File: src/rtl/phase_addsub_pipe.sv
// rtl/phase_addsub_pipe.sv - phase-scheduled two-stage add/sub pipeline (optional PHASE_ADDSUB_SAT_EN saturation)
module phase_addsub_pipe #(
    parameter int WIDTH   = 16,
    parameter int N_PHASE = 256,
    parameter int ADD_LO  = 144,
    parameter int ADD_HI  = 144
) (
    input  logic                         clk,
    input  logic                         rst,
    input  logic                         en,
    input  logic                         in_valid,
    input  logic [1:0]                   op_mode,
    input  logic [WIDTH-1:0]             dina,
    input  logic [WIDTH-1:0]             dinb,
    output logic [WIDTH-1:0]             dout,
    output logic                         out_valid,
    output logic                         ovf,
    output logic [$clog2(N_PHASE)-1:0]   phase_idx
);

    localparam int IDX_W = $clog2(N_PHASE);

    localparam logic [1:0] MODE_SCHED = 2'b00;
    localparam logic [1:0] MODE_ADD   = 2'b01;
    localparam logic [1:0] MODE_SUB   = 2'b10;
    localparam logic [1:0] MODE_PASS  = 2'b11;

    localparam logic [N_PHASE-1:0] RING_RST = N_PHASE'(1);
    localparam logic [IDX_W-1:0]   LAST_IDX = IDX_W'(N_PHASE - 1);

    localparam logic [WIDTH-1:0] POS_MAX = {1'b0, {(WIDTH-1){1'b1}}};
    localparam logic [WIDTH-1:0] NEG_MIN = {1'b1, {(WIDTH-1){1'b0}}};

    // phase ring and its binary index
    logic [N_PHASE-1:0] ring_q, ring_d;
    logic [IDX_W-1:0]   phase_idx_q, phase_idx_d;

    // stage-1 operand registers
    logic [WIDTH-1:0]   s1_a_q, s1_a_d;
    logic [WIDTH-1:0]   s1_b_q, s1_b_d;
    logic [1:0]         s1_mode_q, s1_mode_d;
    logic               s1_valid_q, s1_valid_d;
    logic               s1_add_sel_q, s1_add_sel_d;

    // stage-2 result registers
    logic [WIDTH-1:0]   dout_q, dout_d;
    logic               ovf_q, ovf_d;
    logic               out_valid_q, out_valid_d;

    // stage-2 combinational intermediates
    logic               do_add;
    logic [WIDTH-1:0]   arith;
    logic               arith_ovf;
    logic [WIDTH-1:0]   arith_res;

    // Ring rotates left when enabled; the binary index advances in lockstep so it never lags the ring
    always_comb begin
        ring_d      = ring_q;
        phase_idx_d = phase_idx_q;
        if (en) begin
            ring_d      = {ring_q[N_PHASE-2:0], ring_q[N_PHASE-1]};
            phase_idx_d = (phase_idx_q == LAST_IDX) ? '0 : phase_idx_q + IDX_W'(1);
        end
    end

    // Stage 1 captures operands every cycle; add_sel comes from the pre-advance ring
    always_comb begin
        s1_a_d       = dina;
        s1_b_d       = dinb;
        s1_mode_d    = op_mode;
        s1_valid_d   = in_valid;
        s1_add_sel_d = |ring_q[ADD_HI:ADD_LO];
    end

    // Stage 2 selects the operation, detects signed overflow and holds results on idle cycles
    always_comb begin
        dout_d      = dout_q;
        ovf_d       = ovf_q;
        out_valid_d = s1_valid_q;
        do_add      = 1'b0;
        arith       = '0;
        arith_ovf   = 1'b0;
        arith_res   = '0;

        case (s1_mode_q)
            MODE_SCHED: do_add = s1_add_sel_q;
            MODE_ADD:   do_add = 1'b1;
            default:    do_add = 1'b0;
        endcase

        if (do_add) begin
            arith     = s1_a_q + s1_b_q;
            arith_ovf = (s1_a_q[WIDTH-1] == s1_b_q[WIDTH-1]) &&
                        (arith[WIDTH-1] != s1_a_q[WIDTH-1]);
        end else begin
            arith     = s1_a_q - s1_b_q;
            arith_ovf = (s1_a_q[WIDTH-1] != s1_b_q[WIDTH-1]) &&
                        (arith[WIDTH-1] != s1_a_q[WIDTH-1]);
        end

`ifdef PHASE_ADDSUB_SAT_EN
        // on overflow the true result always has the sign of operand a
        if (arith_ovf) begin
            arith_res = s1_a_q[WIDTH-1] ? NEG_MIN : POS_MAX;
        end else begin
            arith_res = arith;
        end
`else
        arith_res = arith;
`endif

        if (s1_valid_q) begin
            if (s1_mode_q == MODE_PASS) begin
                dout_d = s1_a_q;
                ovf_d  = 1'b0;
            end else begin
                dout_d = arith_res;
                ovf_d  = arith_ovf;
            end
        end
    end

    // All state registers; reset wins over enable and discards in-flight operations
    always_ff @(posedge clk) begin
        if (rst) begin
            ring_q       <= RING_RST;
            phase_idx_q  <= '0;
            s1_a_q       <= '0;
            s1_b_q       <= '0;
            s1_mode_q    <= 2'b00;
            s1_valid_q   <= 1'b0;
            s1_add_sel_q <= 1'b0;
            dout_q       <= '0;
            ovf_q        <= 1'b0;
            out_valid_q  <= 1'b0;
        end else begin
            ring_q       <= ring_d;
            phase_idx_q  <= phase_idx_d;
            s1_a_q       <= s1_a_d;
            s1_b_q       <= s1_b_d;
            s1_mode_q    <= s1_mode_d;
            s1_valid_q   <= s1_valid_d;
            s1_add_sel_q <= s1_add_sel_d;
            dout_q       <= dout_d;
            ovf_q        <= ovf_d;
            out_valid_q  <= out_valid_d;
        end
    end

    assign dout      = dout_q;
    assign ovf       = ovf_q;
    assign out_valid = out_valid_q;
    assign phase_idx = phase_idx_q;

    // constants kept for readability of the mode decode
    logic unused_mode_const;
    assign unused_mode_const = ^{MODE_SUB, POS_MAX, NEG_MIN};

endmodule

File: config.mk
export PLATFORM = sky130hd
export DESIGN_NAME = phase_addsub_pipe
export DESIGN_NICKNAME = d
export VERILOG_FILES = /design/src/rtl/phase_addsub_pipe.sv
export SDC_FILE = /design/constraint.sdc
export NUM_CORES = 1
export LEC_CHECK = 0
export BUFFER_PORTS_ARGS = -buffer_cell sky130_fd_sc_hd__buf_2
export CORE_MARGIN = 10
export CORE_UTILIZATION = 40
export CTS_CLUSTER_DIAMETER = 60
export DETAILED_ROUTE_END_ITERATION = 8
export PLACE_DENSITY_LB_ADDON = 0.3
export SETUP_SLACK_MARGIN = 0.3
export SLEW_MARGIN = 5
export SYNTH_ARGS = -nofsm -noshare
export SYNTH_HDL_FRONTEND = slang
export SYNTH_SLANG_ARGS = --single-unit
File: constraint.sdc
create_clock -name clk -period 2.45 [get_ports clk]
set_clock_uncertainty 0.2 [all_clocks]
set_input_delay 0.49 -clock clk [delete_from_list [all_inputs] [get_ports clk]]
set_output_delay 0.49 -clock clk [all_outputs]
set_load 0.02 [all_outputs]
==> results of run 1 <==
## worst max path at each step
| stage | endpoint | slack [ps] | cells after the start |
|---|---|---|---|
| 6_report | dout[14] | -210 | 13 |
| 5_1_grt | dout[12] | -360 | 12 |
| 4_1_cts | dout[14] | -260 | 13 |
| 3_5_place_dp | dout[14] | -300 | 10 |
| 3_3_place_gp | dout[14] | -200 | 11 |
| 2_1_floorplan | dout[12] | -70 | 12 |
## report_power, final
group	leakage (uW)	switching (uW)	total, uW	internal, uW
Combinational	0.00352	581	1090	505
Sequential	0.00258	52.4	5290	5240
Clock	0.000583	2070	5300	3230
## state kept, by name, summed over array words and instances (netlist names)
register,count
phase_idx,8
s1_a_q,16
ovf,1
s1_mode_q,2
out_valid_d,1
s1_add_sel_q,1
ring_q,256
out_valid,1
s1_b_q,16
dout,16
## metrics by stage
stage,setup WS (ps),util (%)
global route,-358.2,49.81
CTS,-262.8,49.20
detailed placement,-303.9,43.96
finish,-211.6,49.81
global placement,-204.9,43.96
floorplan,-66.01,-
## what timing repair did
action                                  4_1_cts  5_1_grt
pin swaps                                    24       34
hold buffers                                 21        0
buffers inserted                              7        4
endpoints found under the hold margin        21        0
endpoints found under the setup margin       13       13
gates resized for setup                      35       35
## metal layers
layer | vias to the layer above | GRT usage [%]
met5 | - | 0
met1 | 3949 | 15.63
met3 | 50 | 2.658
met4 | 0 | 4.727
li1 | 4429 | -
met2 | 132 | 18.30
## cells in the mapped netlist, types with 3 or more instances
cell type	instances	area, sq um
clkbuf_8	4	55.05
nand3_1	6	30.03
o21ai_1	4	20.02
a21oi_1	22	110.1
mux2i_1	259	2592
ha_1	31	387.9
a311oi_1	5	43.79
inv_1	32	120.1
buf_6	3	33.78
buf_1	26	97.59
xor2_1	8	70.07
xnor2_1	9	78.83
o21bai_1	7	52.55
nor3_1	8	40.04
nand2_1	25	93.84
a2111o_1	3	33.78
o21a_1	3	22.52
dfxtp_1	318	6366
o31ai_1	4	30.03
nor2b_1	39	244.0
a211oi_1	7	52.55
o21ai_0	11	55.05
or2_2	3	18.77
nand2b_1	7	43.79
nor2_1	298	1119
nand4_1	10	62.56
o211ai_1	6	45.04
clkbuf_1	42	157.7
## logic make-up (layout without fill, tap and decap cells)
logic type	count (synthesis)	in the layout	synth area share, %
flip-flops	318	318	50.44
adder cells (fa/ha/maj)	33	33	3.390
AND/OR/NAND/NOR	410	410	14.08
AO/OA/AOI/OAI	108	108	6.484
XOR/XNOR	17	17	1.180
multiplexers	259	259	20.54
buffers and inverters	111	227	3.886
## layout make-up
class | instances | area (sq um) | area share (%)
repair buffers | 136 | 1057 | 6.886
clock buffers | 45 | 963.4 | 6.274
multi-input cells | 827 | 6111 | 39.80
flip-flops and latches | 318 | 6384 | 41.57
clock inverters | 14 | 224.0 | 1.459
well taps | 396 | 495.5 | 3.227
inverters | 32 | 120.1 | 0.7823
==> metrics, run 1 <==
Die Wd ~200 um; Residual DRC 0; Fmax approximately 0.38 GHz; most frequent cells in the layout dfxtp_1 (306), nor2_1 (296), mux2i_1 (259); Leakage about 0.0067 uW; placed inst area between 0.01 and 0.015 sq mm; CTS Sinks roughly 320; CTS Buf Count 35; commonest non-fill, non-tap cell in the layout dfxtp_1; Final setup violation count 8; largest net degree at the start of global routing 110; Antenna Violating Nets Remaining 0; crit path DAT 2870 ps; Largest stage delay, worst path between 300 and 400 ps; layout cells sized above 1 approximately 18%; hold slack 6.692 ps; hold path endpoint s1_b_q[12]; Post-Route WL between 20 and 25 mm; clock-pin slew on the worst setup and hold paths ~60 ps; CP Max Fanout 3; final standard cell area without fillers 0.01535 sq mm; n_diodes 0; cells on worst reg2reg path 13; Distinct cells, synth just over 70; kind of critical path flop to flop; hold depth 2; Initial DRC Count about 420; worst min path class input port to flop; Initial Utilization 40.94%; Slowest-stage cell, CP fa_2; Power Total approximately 12,000 uW; crit path launch s1_a_q[0]; root buffer cell clkbuf_16; post-synthesis cell count between 1,000 and 1,500; Die Y a little under 200 um; Vias/cell slightly below 5; Max VDD drop roughly 0.00045 V; Reg2Reg Setup Slack -210 ps; failing checks negative setup slack; first-pass GRT wire length 39.99 mm; worst-path cell chain inv_2 > ha_4 > inv_2 > fa_2 > a21oi_2 > o22ai_2 > o41ai_4 > buf_4 > nor3_1 > o221ai_1 > o41ai_2 > xor2_1 > o21a_1; I/O Pins 64; PortBufs 63; P&R area growth vs syn 21.66%; Synth Register Bits approximately 320; WL/cell around 13 um; Max Slew Vio Count 0; status complete, but fails checks; number of synthesized flops with an enable pin 0; data required time of the worst path ~2700 ps; max_cap viols 0; fin cells 1,768; number of cell rows 64; Setup TNS Final -1091 ps; Clock Latency Late Sink around 520 ps; CP Buf/Inv Count 3; Synth warnings 0; final hold violations 0; worst hold start dinb[12]; register area share after synthesis 50.44%; Final nets around 1,400; Core Region 0.03083 sq mm; clock buffer depth 3; fillers between 2,000 and 3,000; fin crit share 108.6%; Post-Syn Nets between 1,000 and 1,500; Setup WS post-layout -211.6 ps; Final min period approximately 2700 ps; worst slew pin tran about 500 ps; RSZ-0062 raised after global routing yes; max_slew headroom between 60% and 70%; Detailed Routing Iterations Pass 1 4; Worst setup EP type flop; CP top delay family compound AO/OA/AOI/OAI gates; Cells after DPL 1,677; Met1 Wirelength between 10 and 15 mm; via count 8,560; RD Place Congestion around 0.88; FFs w/ async S/R, synth 0%; top_reg_cell synth dfxtp_1; metal2 WL roughly 10 mm; number of global-route vias before repair around 8,300; DR WL met3 1.079 mm; worst reg2reg path endpoint dout[14]; GRT Total Usage 11.81%; Mean Syn Cell Area around 10 sq um; CTS tree yes; dpl hpwl between 10 and 15 mm; antenna violations before repair 0; r2r startpoint s1_a_q[0]; PD cells ~760 mW/mm^2; H-tree Lvls 2; Die ar. 0.03906 sq mm; CP Launch Type flop; mapped cell area about 0.013 sq mm; top sig layer met4; Crit path top cell by count inv_2; gr ovfl total 0
No activity file was read; power rests on OpenSTA's default activity.
==> inputs of run 2 (changes only) <==
HOLD_SLACK_MARGIN = 0.03   (was unset)
SLEW_MARGIN = 15   (was 5)
TNS_END_PERCENT = 5   (was unset)
==> run 2 against run 1 <==
Effect of this change:
- the flow still finishes with violations (negative setup slack)
- power shrank 5.8%
- cell count shrank 0.51%
- critical path depth grew 1
- sequential share of layout area grew 1.1 points
- design area shrank 2.9%
- clock power shrank 11%
- global-route usage shrank 0.18 points
- die area is the same
- critical path type unchanged
==> metrics, run 2 (same netlist as run 1, synthesis figures left out) <==
clock-pin slew on the worst setup and hold paths ~60 ps; crit path DAT 3020 ps; Die ar. 0.03906 sq mm; commonest non-fill, non-tap cell in the layout dfxtp_1; failing checks negative setup slack; DR WL met3 1.049 mm; fin crit share 115.3%; post-layout util between 40% and 50%; Initial DRC Count between 400 and 500; max_cap viols 0; Die Wd about 200 um; WL/cell 12.96 um; status complete, but fails checks; Final min period 2826 ps; Final nets ~1,400; Setup WS post-layout -376.1 ps; number of global-route vias before repair 8,211; Largest register FFs about 260; RD Place Congestion 0.8656; PD cells ~740 mW/mm^2; Leakage approximately 0.0066 uW; CP Max Fanout 3; hold depth 2; Power Total ~11,000 uW; largest net degree at the start of global routing 90; Max VDD drop about 0.00041 V; clock buffer depth 3; Max Slew Vio Count 0; gr ovfl total 0; Detailed Routing Iterations Pass 1 4; Cells after DPL about 1,700; P_sw around 2500 uW; H-tree Lvls 2; top sig layer met4; Die Y just under 200 um; Setup TNS Final -1710 ps; CTS Sinks between 300 and 400; Comb power frac under 10%; CTS Buf Count 34; Reg2Reg Setup Slack -380 ps; Net Sw Frac approximately 23%; number of cell rows 64; Residual DRC 0; worst min path class input port to flop; hold path endpoint s1_a_q[11]; Vias/cell 4.850; via count between 8,000 and 9,000; Met1 Wirelength approximately 11 mm; dpl hpwl 14.54 mm; metal2 WL roughly 9.7 mm; Top reg by flops ring_q; antenna violations before repair 0; Antenna Violating Nets Remaining 0; Reg power frac 48.0%; CP Launch Type flop; Initial Utilization 40.94%; n_diodes 0; max_slew headroom between 60% and 70%; cells on worst reg2reg path 14; GRT Total Usage 11.63%; worst slew pin tran roughly 450 ps; most frequent cells in the layout dfxtp_1 (316), nor2_1 (298), mux2i_1 (259); I/O Pins between 60 and 70; worst hold start dina[11]; kind of critical path flop to flop; P&R area growth vs syn 18.19%; first-pass GRT wire length about 40 mm; Fmax 0.3538 GHz; Clock Latency Late Sink about 500 ps; root buffer cell clkbuf_16; CTS tree yes; clock share of power 42.9%; Core Region ~0.031 sq mm; fin cells about 1,800; r2r startpoint s1_a_q[0]; Int Power roughly 8500 uW; RSZ-0062 raised after global routing yes; layout cells sized above 1 between 10% and 20%; data required time of the worst path around 2600 ps; final hold violations 0; worst reg2reg path endpoint dout[14]; Final setup violation count 9; pre-CTS setup slack -338.0 ps; PortBufs 63; Worst setup EP type flop; Post-Route WL about 23 mm
==> run 2: worst max path at each step <==
stage	from	to	slack (ps)	depth (start not counted)
after floorplan	s1_a_q[0]	dout[12]	-80	12
after global placement	s1_a_q[0]	dout[12]	-250	12
after detailed placement	s1_a_q[0]	dout[12]	-340	12
after CTS	s1_a_q[0]	dout[12]	-330	12
after global routing	s1_a_q[0]	dout[14]	-470	14
final	s1_a_q[0]	dout[14]	-380	14
==> run 2: stage by stage <==
stage	area [sq um]	hold slack [ps]
2_1_floorplan	12630	238.3
3_3_place_gp	13500	257.0
3_5_place_dp	13500	264.5
4_1_cts	14790	30.64
5_1_grt	14920	34.60
6_report	14920	53.47
==> run 2: area by class of cell <==
| cell class | count | area [sq um] |
|---|---|---|
| fillers | 2832 | 15910 |
| flip-flops and latches | 318 | 6369 |
| multi-input cells | 827 | 5896 |
| repair buffers | 134 | 1025 |
| clock buffers | 46 | 945.9 |
| well taps | 396 | 495.5 |
| inverters | 32 | 120.1 |
| clock inverters | 6 | 66.31 |
==> run 2: worst max-delay path, cell delays in order, from the launching register on <==
cell and delay [ps]:
dfxtp_2 330, inv_2 60, ha_4 120, inv_2 40, fa_2 370, a21oi_4 170
o22ai_2 100, o41ai_2 350, buf_4 180, buf_6 110, nor3_4 40, o221ai_2 170
o41ai_2 110, xor2_1 170, o21a_1 190
==> run 2: repair_timing <==
| item | in CTS | in global routing |
|---|---|---|
| pin swaps | 4 | 15 |
| buffers inserted | 0 | 2 |
| endpoints found under the setup margin | 13 | 14 |
| hold buffers | 26 | 0 |
| gates resized for setup | 4 | 25 |
| endpoints found under the hold margin | 26 | 0 |
==> run 2: power groups by stage <==
stage	sequential, uW	combinational, uW	clock (uW)
floorplan	5410	648	0
global placement	5390	905	0
detailed placement	5390	910	0
CTS	5280	954	4860
global route	5290	1090	5070
finish	5280	999	4720
==> run 2: layer usage <==
| layer | vias to the layer above | track usage, % |
|---|---|---|
| met5 | - | 0 |
| met4 | 0 | 4.499 |
| met3 | 47 | 2.470 |
| met2 | 141 | 17.67 |
| met1 | 3931 | 15.81 |
| li1 | 4412 | - |
